[src/rtl/picosoc_bus_pkg.sv]
// Shared definitions for PicoSoC iomem bus blocks: arbiter state encoding and
// the default error word returned to a master when an access is terminated.
package picosoc_bus_pkg;

    typedef enum logic [1:0] {
        ST_IDLE = 2'd0,
        ST_G0   = 2'd1,
        ST_G1   = 2'd2,
        ST_ERR  = 2'd3
    } arb_state_e;

    localparam logic [31:0] ERR_RDATA_DEFAULT = 32'hDEAD_BEEF;

endpackage

[src/rtl/iomem_watchdog.sv]
// Access watchdog: counts un-acknowledged cycles of a bus grant and flags the
// cycle on which the access must be forcibly terminated.
module iomem_watchdog #(
    parameter int unsigned TIMEOUT_CYCLES = 255
) (
    input  logic clk,
    input  logic reset,
    input  logic clr,
    input  logic en,
    input  logic ack,
    output logic expire
);

    localparam logic [15:0] LIMIT = 16'(TIMEOUT_CYCLES - 1);

    logic [15:0] cnt_q;
    logic [15:0] cnt_d;

    always_comb begin
        cnt_d = cnt_q;
        if (clr) begin
            cnt_d = '0;
        end else if (en && !ack) begin
            cnt_d = cnt_q + 16'd1;
        end
    end

    // An acknowledge on the limit cycle completes the access instead of expiring it.
    assign expire = en && !ack && (cnt_q == LIMIT);

    always_ff @(posedge clk or posedge reset) begin
        if (reset) begin
            cnt_q <= '0;
        end else begin
            cnt_q <= cnt_d;
        end
    end

endmodule

[src/rtl/iomem_arbiter2.sv]
// Two-master round-robin arbiter for the PicoSoC iomem valid/ready bus, with a
// watchdog that terminates accesses the slave never acknowledges.
module iomem_arbiter2
    import picosoc_bus_pkg::*;
#(
    parameter int unsigned TIMEOUT_CYCLES = 255,
    parameter logic [31:0] ERR_RDATA      = ERR_RDATA_DEFAULT
) (
    input  logic        clk,
    input  logic        reset,
    input  logic        m0_valid,
    output logic        m0_ready,
    input  logic [3:0]  m0_wstrb,
    input  logic [31:0] m0_addr,
    input  logic [31:0] m0_wdata,
    output logic [31:0] m0_rdata,
    input  logic        m1_valid,
    output logic        m1_ready,
    input  logic [3:0]  m1_wstrb,
    input  logic [31:0] m1_addr,
    input  logic [31:0] m1_wdata,
    output logic [31:0] m1_rdata,
    output logic        s_valid,
    input  logic        s_ready,
    output logic [3:0]  s_wstrb,
    output logic [31:0] s_addr,
    output logic [31:0] s_wdata,
    input  logic [31:0] s_rdata,
    output logic        timeout_err,
    output logic [1:0]  grant
);

    arb_state_e state_q, state_d;
    logic       last_q, last_d;
    logic       wd_expire;
    logic       gx_is1;
    logic       gx_valid;

    assign gx_is1   = (state_q == ST_G1);
    assign gx_valid = gx_is1 ? m1_valid : m0_valid;

    iomem_watchdog #(
        .TIMEOUT_CYCLES(TIMEOUT_CYCLES)
    ) u_watchdog (
        .clk    (clk),
        .reset  (reset),
        .clr    ((state_q == ST_IDLE) || (state_q == ST_ERR)),
        .en     ((state_q == ST_G0) || (state_q == ST_G1)),
        .ack    (s_ready),
        .expire (wd_expire)
    );

    always_comb begin
        state_d = state_q;
        last_d  = last_q;
        case (state_q)
            ST_IDLE: begin
                if (m0_valid && m1_valid) begin
                    state_d = last_q ? ST_G0 : ST_G1;
                end else if (m0_valid) begin
                    state_d = ST_G0;
                end else if (m1_valid) begin
                    state_d = ST_G1;
                end
            end
            ST_G0, ST_G1: begin
                // A master withdrawing its request forfeits its turn without moving last.
                if (!gx_valid) begin
                    state_d = ST_IDLE;
                end else if (s_ready) begin
                    last_d  = gx_is1;
                    state_d = ST_IDLE;
                end else if (wd_expire) begin
                    // last now names the terminated owner, which ERR uses to route its reply.
                    last_d  = gx_is1;
                    state_d = ST_ERR;
                end
            end
            default: state_d = ST_IDLE;
        endcase
    end

    always_comb begin
        s_valid     = 1'b0;
        s_addr      = '0;
        s_wdata     = '0;
        s_wstrb     = '0;
        m0_ready    = 1'b0;
        m1_ready    = 1'b0;
        m0_rdata    = '0;
        m1_rdata    = '0;
        timeout_err = 1'b0;
        grant       = 2'b00;
        case (state_q)
            ST_G0: begin
                s_valid  = m0_valid;
                s_addr   = m0_addr;
                s_wdata  = m0_wdata;
                s_wstrb  = m0_wstrb;
                m0_ready = s_ready;
                m0_rdata = s_rdata;
                grant    = 2'b01;
            end
            ST_G1: begin
                s_valid  = m1_valid;
                s_addr   = m1_addr;
                s_wdata  = m1_wdata;
                s_wstrb  = m1_wstrb;
                m1_ready = s_ready;
                m1_rdata = s_rdata;
                grant    = 2'b10;
            end
            ST_ERR: begin
                timeout_err = 1'b1;
                if (last_q) begin
                    m1_ready = 1'b1;
                    m1_rdata = ERR_RDATA;
                    grant    = 2'b10;
                end else begin
                    m0_ready = 1'b1;
                    m0_rdata = ERR_RDATA;
                    grant    = 2'b01;
                end
            end
            default: ;
        endcase
    end

    always_ff @(posedge clk or posedge reset) begin
        if (reset) begin
            state_q <= ST_IDLE;
            last_q  <= 1'b1;
        end else begin
            state_q <= state_d;
            last_q  <= last_d;
        end
    end

endmodule

[config.mk]
export PLATFORM = sky130hd
export DESIGN_NAME = iomem_arbiter2
export DESIGN_NICKNAME = d
export VERILOG_FILES = /design/src/rtl/picosoc_bus_pkg.sv /design/src/rtl/iomem_watchdog.sv /design/src/rtl/iomem_arbiter2.sv
export SDC_FILE = /design/constraint.sdc
export NUM_CORES = 1
export LEC_CHECK = 0
export ABC_AREA = 1
export BUFFER_PORTS_ARGS = -buffer_cell sky130_fd_sc_hd__clkbuf_2
export CAP_MARGIN = 20
export CORE_AREA = 2 2 122 124
export DETAILED_ROUTE_END_ITERATION = 12
export DIE_AREA = 0 0 124 126
export GPL_ROUTABILITY_DRIVEN = 0
export SYNTH_ARGS = -nofsm -noshare
export SYNTH_HDL_FRONTEND = slang
export SYNTH_SLANG_ARGS = --single-unit
export TNS_END_PERCENT = 30
[constraint.sdc]
create_clock -name clk -period 1.6 [get_ports clk]
set_clock_uncertainty 0.1 [all_clocks]
set_input_delay 0.16 -clock clk [delete_from_list [all_inputs] [get_ports clk]]
set_output_delay 0.16 -clock clk [all_outputs]
set_load 0.005 [all_outputs]
==> results.yml, run 1 <==
run_status:
  status: "complete, but fails checks"
  violations: "negative setup slack"
critical_path:
  path_buf_inv: 4
  cp.required_ps: 1340
  r2r_setup_slack_ps: -80
  regToRegStartpoint: "state_q[1]"
  slowest_delay_ps: 400
  path_class: "reg2out"
  critPathArrivalTime_ps: 1660
  r2r_end: "state_q[1]"
  crit_slowest_cell: "dfrtp_1"
  end_kind: "primary output"
  reg2reg_depth: 11
  cp_cell_sequence: "inv_2, ha_4, buf_4, clkbuf_16, nand2_1, a21oi_1, buf_2"
  startpoint_type: "flip-flop"
  critPathMaxFanout: 12
  cpLargestDelayFamily: "buffers and inverters"
final_layout:
  syn_to_final_growth_pct: 109.8
  layout_commonest_cell: "clkbuf_2"
  drive_above_1_share_pct: 53.95
  multi_input_area_mm2: 0.002178
  fin_nets: 1040
  diodes: 0
  register_area_um2: 476.7
  fillers: 1524
  final_cell_mix: "243 x clkbuf_2, 180 x nand2_1, 66 x buf_2, 61 x inv_1, 41 x a21oi_2"
  design_area_mm2: 0.005694
power:
  swShare_pct: 48.05
  power.density_mw_per_mm2: 1494
  p_clk_share_pct: 6.2
  power_mw: 8.504
  combPwrFrac_pct: 86.9
  power.internal_mw: 4.418
  vdd_drop_max_mv: 0.5442
  p_sw_mw: 4.086
  p_leak_nw: 3.215
  p_seq_share_pct: 6.9
timing:
  worst_slack_ps: -320.0
  setup_violations: 140
  fin_hold_ws_ps: 149.2
  finalCritPeriodShare_pct: 120.0
  slew_viol_final: 0
  rsz0062_at_grt: "true"
  worstMarginPinSlew_ps: 326.6
  max_freq_ghz: 0.5208
  maxSlewHeadroom_pct: 78.14
  hold_violations: 0
  layout_min_cycle_time_ps: 1920
  fin_setup_tns_ps: -30510
clock_tree:
  path_clk_slew_ps: 60
  cts_tree: "built"
  clock-sinks: 19
  htree_levels: 1
  numCtsBuffers: 3
  cts_root_buf: "clkbuf_16"
  worst_skew_pair.late_latency_ps: 260
  max-clock-path-buffers: 2
grt:
  grt_use_total_pct: 16.78
  grt_pass1_vias: 3751
  grt_max_degree: 37
  grt-ovfl-total: 0
  antenna_found_initial: 0
  grt_pass1_wl_um: 20820
routing:
  wl_um: 16300
  dr.pass1.iters: 5
  num_vias: 4683
  vias_per_cell: 4.486
  wl_per_cell_um: 15.62
  drc: 0
  drt_iter0_drc: 176
  antenna_left: 0
placement:
  post_dp_cell_area_mm2: 0.004641
  dp_hpwl_um: 11250
  post-place-ws_ps: -112.5
  io_buffer_count: 310
min_path:
  min_from: "s_ready"
  whs_path_depth: 3
  min_path_type: "in2reg"
  holdPathEnd: "u_watchdog.cnt_q[1]"
synth:
  ys_seq_elements: 19
  synth.distinct_cells: 25
  ys_warn_count: 0
  synth_seq_area_share_pct: 17.57
  syn_area_per_cell_um2: 5.169
  netlist_area_mm2: 0.002714
  synth_nets: 704
  synthCells: 525
job:
  cap_violations: 0
floorplanning:
  std_cell_rows: 44
  die-width_um: 124
  ios: 311
  start_util_pct: 18.96
  die_y_um: 126
  die-area_mm2: 0.01562
  coreArea_mm2: 0.01431
-- worst max-delay path by stage --
stage	startpoint	endpoint	slack, ps	cells after the start
after floorplan	state_q[0]	s_addr[10]	20	7
after global placement	state_q[0]	s_addr[8]	-70	6
after detailed placement	state_q[0]	s_wdata[30]	-110	6
after CTS	state_q[1]	m0_rdata[0]	-270	6
after global routing	state_q[1]	m0_rdata[13]	-380	6
final	state_q[1]	s_wdata[10]	-320	7
-- cell families (layout without fill, tap and decap cells) --
family / Yosys count / after routing / share of synthesized area (%)
flip-flops: 19 / 19 / 17.57
AND/OR/NAND/NOR: 256 / 256 / 37.99
AO/OA/AOI/OAI: 143 / 143 / 26.42
buffers and inverters: 101 / 436 / 15.26
adder cells (fa/ha/maj): 6 / 6 / 2.766
-- repair_timing --
action,4_1_cts,5_1_grt
setup buffers,5,6
cloned,6,12
pin swaps,6,25
endpoints found under the hold margin,18,0
hold buffers,1,0
setup endpoints to repair,139,144
resized for setup,64,140
-- sequential cells by signal, summed over array words and instances, names as in the netlist --
signal	count
state_q	2
last_q	1
u_watchdog.cnt_q	16
-- tightest hold or removal path: stages --
cell and delay [ps]:
clkbuf_2 140, nand3_1 90, o21ai_0 70
-- synthesized netlist by cell type --
cell type	count	area share, %
a21oi_1	81	15
nor3_1	3	0.55
nor2_2	4	0.92
inv_4	1	0.23
a31oi_1	1	0.23
buf_1	1	0.14
nand2_1	205	28
buf_2	15	2.8
o21ai_0	58	11
ha_1	6	2.8
inv_2	1	0.14
dfstp_2	1	0.97
buf_4	1	0.28
inv_1	63	8.7
clkbuf_1	17	2.4
nand2_2	5	1.2
nor2_1	23	3.2
nand3_2	2	0.74
dfrtp_1	18	17
o21ai_1	3	0.55
clkinv_1	1	0.14
nand3_1	11	2.0
nand4_1	1	0.23
clkbuf_8	1	0.51
nor2_4	2	0.83
-- layout make-up --
| type | count | area share, % |
|---|---|---|
| clock buffer | 3 | 1.318 |
| clock inverter | 1 | 0.08789 |
| inverter | 66 | 4.702 |
| multi-input combinational | 405 | 38.26 |
| sequential | 19 | 8.372 |
| tap | 184 | 4.043 |
| timing repair buffer | 366 | 43.22 |
-- power groups by stage --
stage	Combinational, mW	Sequential (mW)	Clock, mW
floorplan	2.43	0.593	0
global placement	4.83	0.587	0
detailed placement	4.83	0.589	0
CTS	5.98	0.587	0.538
global route	7.87	0.599	0.573
finish	7.39	0.587	0.531
-- layer usage --
metal,part of all wire (%),track usage [%],routed length (um),up-vias
met5,0,0,0,-
met4,2.4,4.494,387,0
met3,6.4,2.129,1039,22
met2,51,28.80,8282,177
met1,40,21.98,6595,2162
li1,-,-,-,2322
-- metrics by stage --
| stage | std cells | utilization [%] |
|---|---|---|
| after floorplan | 525 | - |
| after global placement | 1011 | 32.42 |
| after detailed placement | 1011 | 32.42 |
| after CTS | 1027 | 35.94 |
| after global routing | 1044 | 39.78 |
| final | 1044 | 39.78 |
Power figures use the tool's default switching activity.
==> run 2: changes to the inputs <==
--- a/config.mk
+++ b/config.mk
@@ -8,10 +8,12 @@
 export ABC_AREA = 1
 export BUFFER_PORTS_ARGS = -buffer_cell sky130_fd_sc_hd__clkbuf_2
 export CAP_MARGIN = 20
-export CORE_AREA = 2 2 122 124
+export CORE_AREA = 2 2 120 122
+export CTS_BUF_LIST = sky130_fd_sc_hd__clkbuf_4 sky130_fd_sc_hd__clkbuf_8
 export DETAILED_ROUTE_END_ITERATION = 12
-export DIE_AREA = 0 0 124 126
+export DIE_AREA = 0 0 122 124
 export GPL_ROUTABILITY_DRIVEN = 0
+export MAX_ROUTING_LAYER = met4
 export SYNTH_ARGS = -nofsm -noshare
 export SYNTH_HDL_FRONTEND = slang
 export SYNTH_SLANG_ARGS = --single-unit
==> run 2 against run 1 <==
  * Highest routed layer unchanged
  * Sequential cell count unchanged
  * Register-to-register slack better by 60 ps
  * Worst hold slack better by 4.2 ps
  * Non-clock buffer count up 5
  * Core utilization up 2.1 points
  * Clock power down 33%
  * The run still ends with negative setup slack left
  * Cell count about the same
  * Combinational power down 0.7%
  * Global-route usage up 2.1 points
  * Sequential share of layout area down 0.075 points
  * First-iteration DRC count up 35%
  * Fmax up 0.70%
==> results.yml, run 2 (synthesized netlist as in run 1, its figures left out) <==
placement:
  dp_hpwl_um: 11650
  post_dp_cell_area_mm2: 0.004761
  io_buffer_count: 310
  dp_cells: 1022
min_path:
  holdPathEnd: "u_watchdog.cnt_q[0]"
  min_path_type: "in2reg"
  whs_path_depth: 3
  min_from: "s_ready"
job:
  cap_violations: 0
final_layout:
  largest_reg_flops: 16
  design_area_mm2: 0.005746
  diodes: 0
  syn_to_final_growth_pct: 111.7
  layout_commonest_cell: "clkbuf_2"
  fin_nets: 1045
  fin_cells: 1045
  top_regs: "u_watchdog.cnt_q: 16 flops, state_q: 2 flops, last_q: 1 flops"
  final_cell_mix: "240 x clkbuf_2, 160 x nand2_1, 70 x buf_2, 57 x inv_1, 47 x a21oi_2"
  drive_above_1_share_pct: 58.38
  regMostFlops: "u_watchdog.cnt_q"
routing:
  wl_um: 15900
  dr.pass1.iters: 4
  drc: 0
  wl_per_cell_um: 15.22
  drt_iter0_drc: 237
  vias_per_cell: 4.462
  antenna_left: 0
  num_vias: 4663
clock_tree:
  clock-sinks: 19
  cts_root_buf: "clkbuf_8"
  numCtsBuffers: 3
  cts_tree: "built"
  htree_levels: 1
  worst_skew_pair.late_latency_ps: 260
  path_clk_slew_ps: 70
  max-clock-path-buffers: 2
timing:
  worst_slack_ps: -306.7
  max_freq_ghz: 0.5245
  worstMarginPinSlew_ps: 292.6
  maxSlewHeadroom_pct: 80.42
  slew_viol_final: 0
  setup_violations: 140
  finalCritPeriodShare_pct: 119.2
  layout_min_cycle_time_ps: 1907
  rsz0062_at_grt: "true"
  hold_violations: 0
floorplanning:
  die-width_um: 122
  start_util_pct: 19.78
  std_cell_rows: 43
  ios: 311
  coreArea_mm2: 0.01372
  die_y_um: 124
  die-area_mm2: 0.01513
grt:
  grt_max_degree: 27
  antenna_found_initial: 0
  grt-ovfl-total: 0
  grt_pass1_wl_um: 21800
  grt_use_total_pct: 18.86
  grt_pass1_vias: 4003
critical_path:
  r2r_end: "state_q[1]"
  cp.required_ps: 1340
  end_kind: "primary output"
  critPathArrivalTime_ps: 1650
  path_class: "reg2out"
  startpoint_type: "flip-flop"
  r2r_setup_slack_ps: -20
  reg2reg_depth: 11
  regToRegStartpoint: "state_q[1]"
  critPathMaxFanout: 8
run_status:
  violations: "negative setup slack"
  status: "complete, but fails checks"
power:
  vdd_drop_max_mv: 0.6324
  p_leak_nw: 3.215
  power.density_mw_per_mm2: 1442
[run 2: cell types whose count changed in the layout (fill, tap and decap cells not counted), sizes merged]
cell	delta
buf	+16
clkbuf	-11
clkinv	-2
bufbuf	+1
inv	+1
[run 2: power by group]
part,internal (mW),switching [mW]
Clock,0.194,0.164
Sequential,0.537,0.0501
Combinational,3.49,3.85
Total,4.22,4.07
[run 2: worst max path at each step]
stage,startpoint,to,slack (ps)
after global routing,state_q[0],s_wdata[1],-390
after floorplan,state_q[0],s_addr[10],20
after global placement,state_q[0],s_wdata[31],-90
final,state_q[0],s_addr[20],-310
after detailed placement,state_q[0],s_wdata[31],-110
after CTS,state_q[0],s_addr[18],-310
[run 2: routing by layer]
layer	vias to the layer above	GRT usage, %	share of wire, %
met3	18	2.564	6.6
met5	-	-	0
met1	2144	25.79	43
li1	2345	-	-
met4	0	3.233	1.5
met2	156	30.17	49
[run 2: repair_timing]
action | in CTS | in global routing
resized for setup | 133 | 158
endpoints found under the hold margin | 18 | 0
hold buffers | 1 | 0
cloned | 6 | 2
setup buffers | 9 | 4
pin swaps | 21 | 35
endpoints found under the setup margin | 140 | 145
[run 2: critical path, cell delays in order (launching register included)]
cell     delay [ps]
dfrtp_1         400
inv_2           110
ha_4            180
buf_12          140
buf_12          130
buf_6           110
nand2_2          40
a21oi_2         140
buf_2           140
[run 2: area by class of cell]
type / count / area, um^2
Fill cell: 1435 / 7974
Timing Repair Buffer: 371 / 2449
Multi-Input combinational cell: 405 / 2288
Sequential cell: 19 / 476.7
Inverter: 66 / 257.7
Tap cell: 180 / 225.2
Clock buffer: 4 / 48.80
[run 2: through the flow]
stage               power (mW)  hold WS [ps]  util (%)  setup WS [ps]  TNS [ps]
finish                   8.286         153.3     41.88         -306.7    -31830
global route             8.825         183.3     41.88         -386.5    -40340
CTS                      7.580         144.6     39.41         -306.5    -32140
detailed placement       5.657         84.93     34.70         -114.9     -1603
global placement         5.656         82.97     34.70         -85.08    -489.3
floorplan                3.026         10.39         -          19.32         0
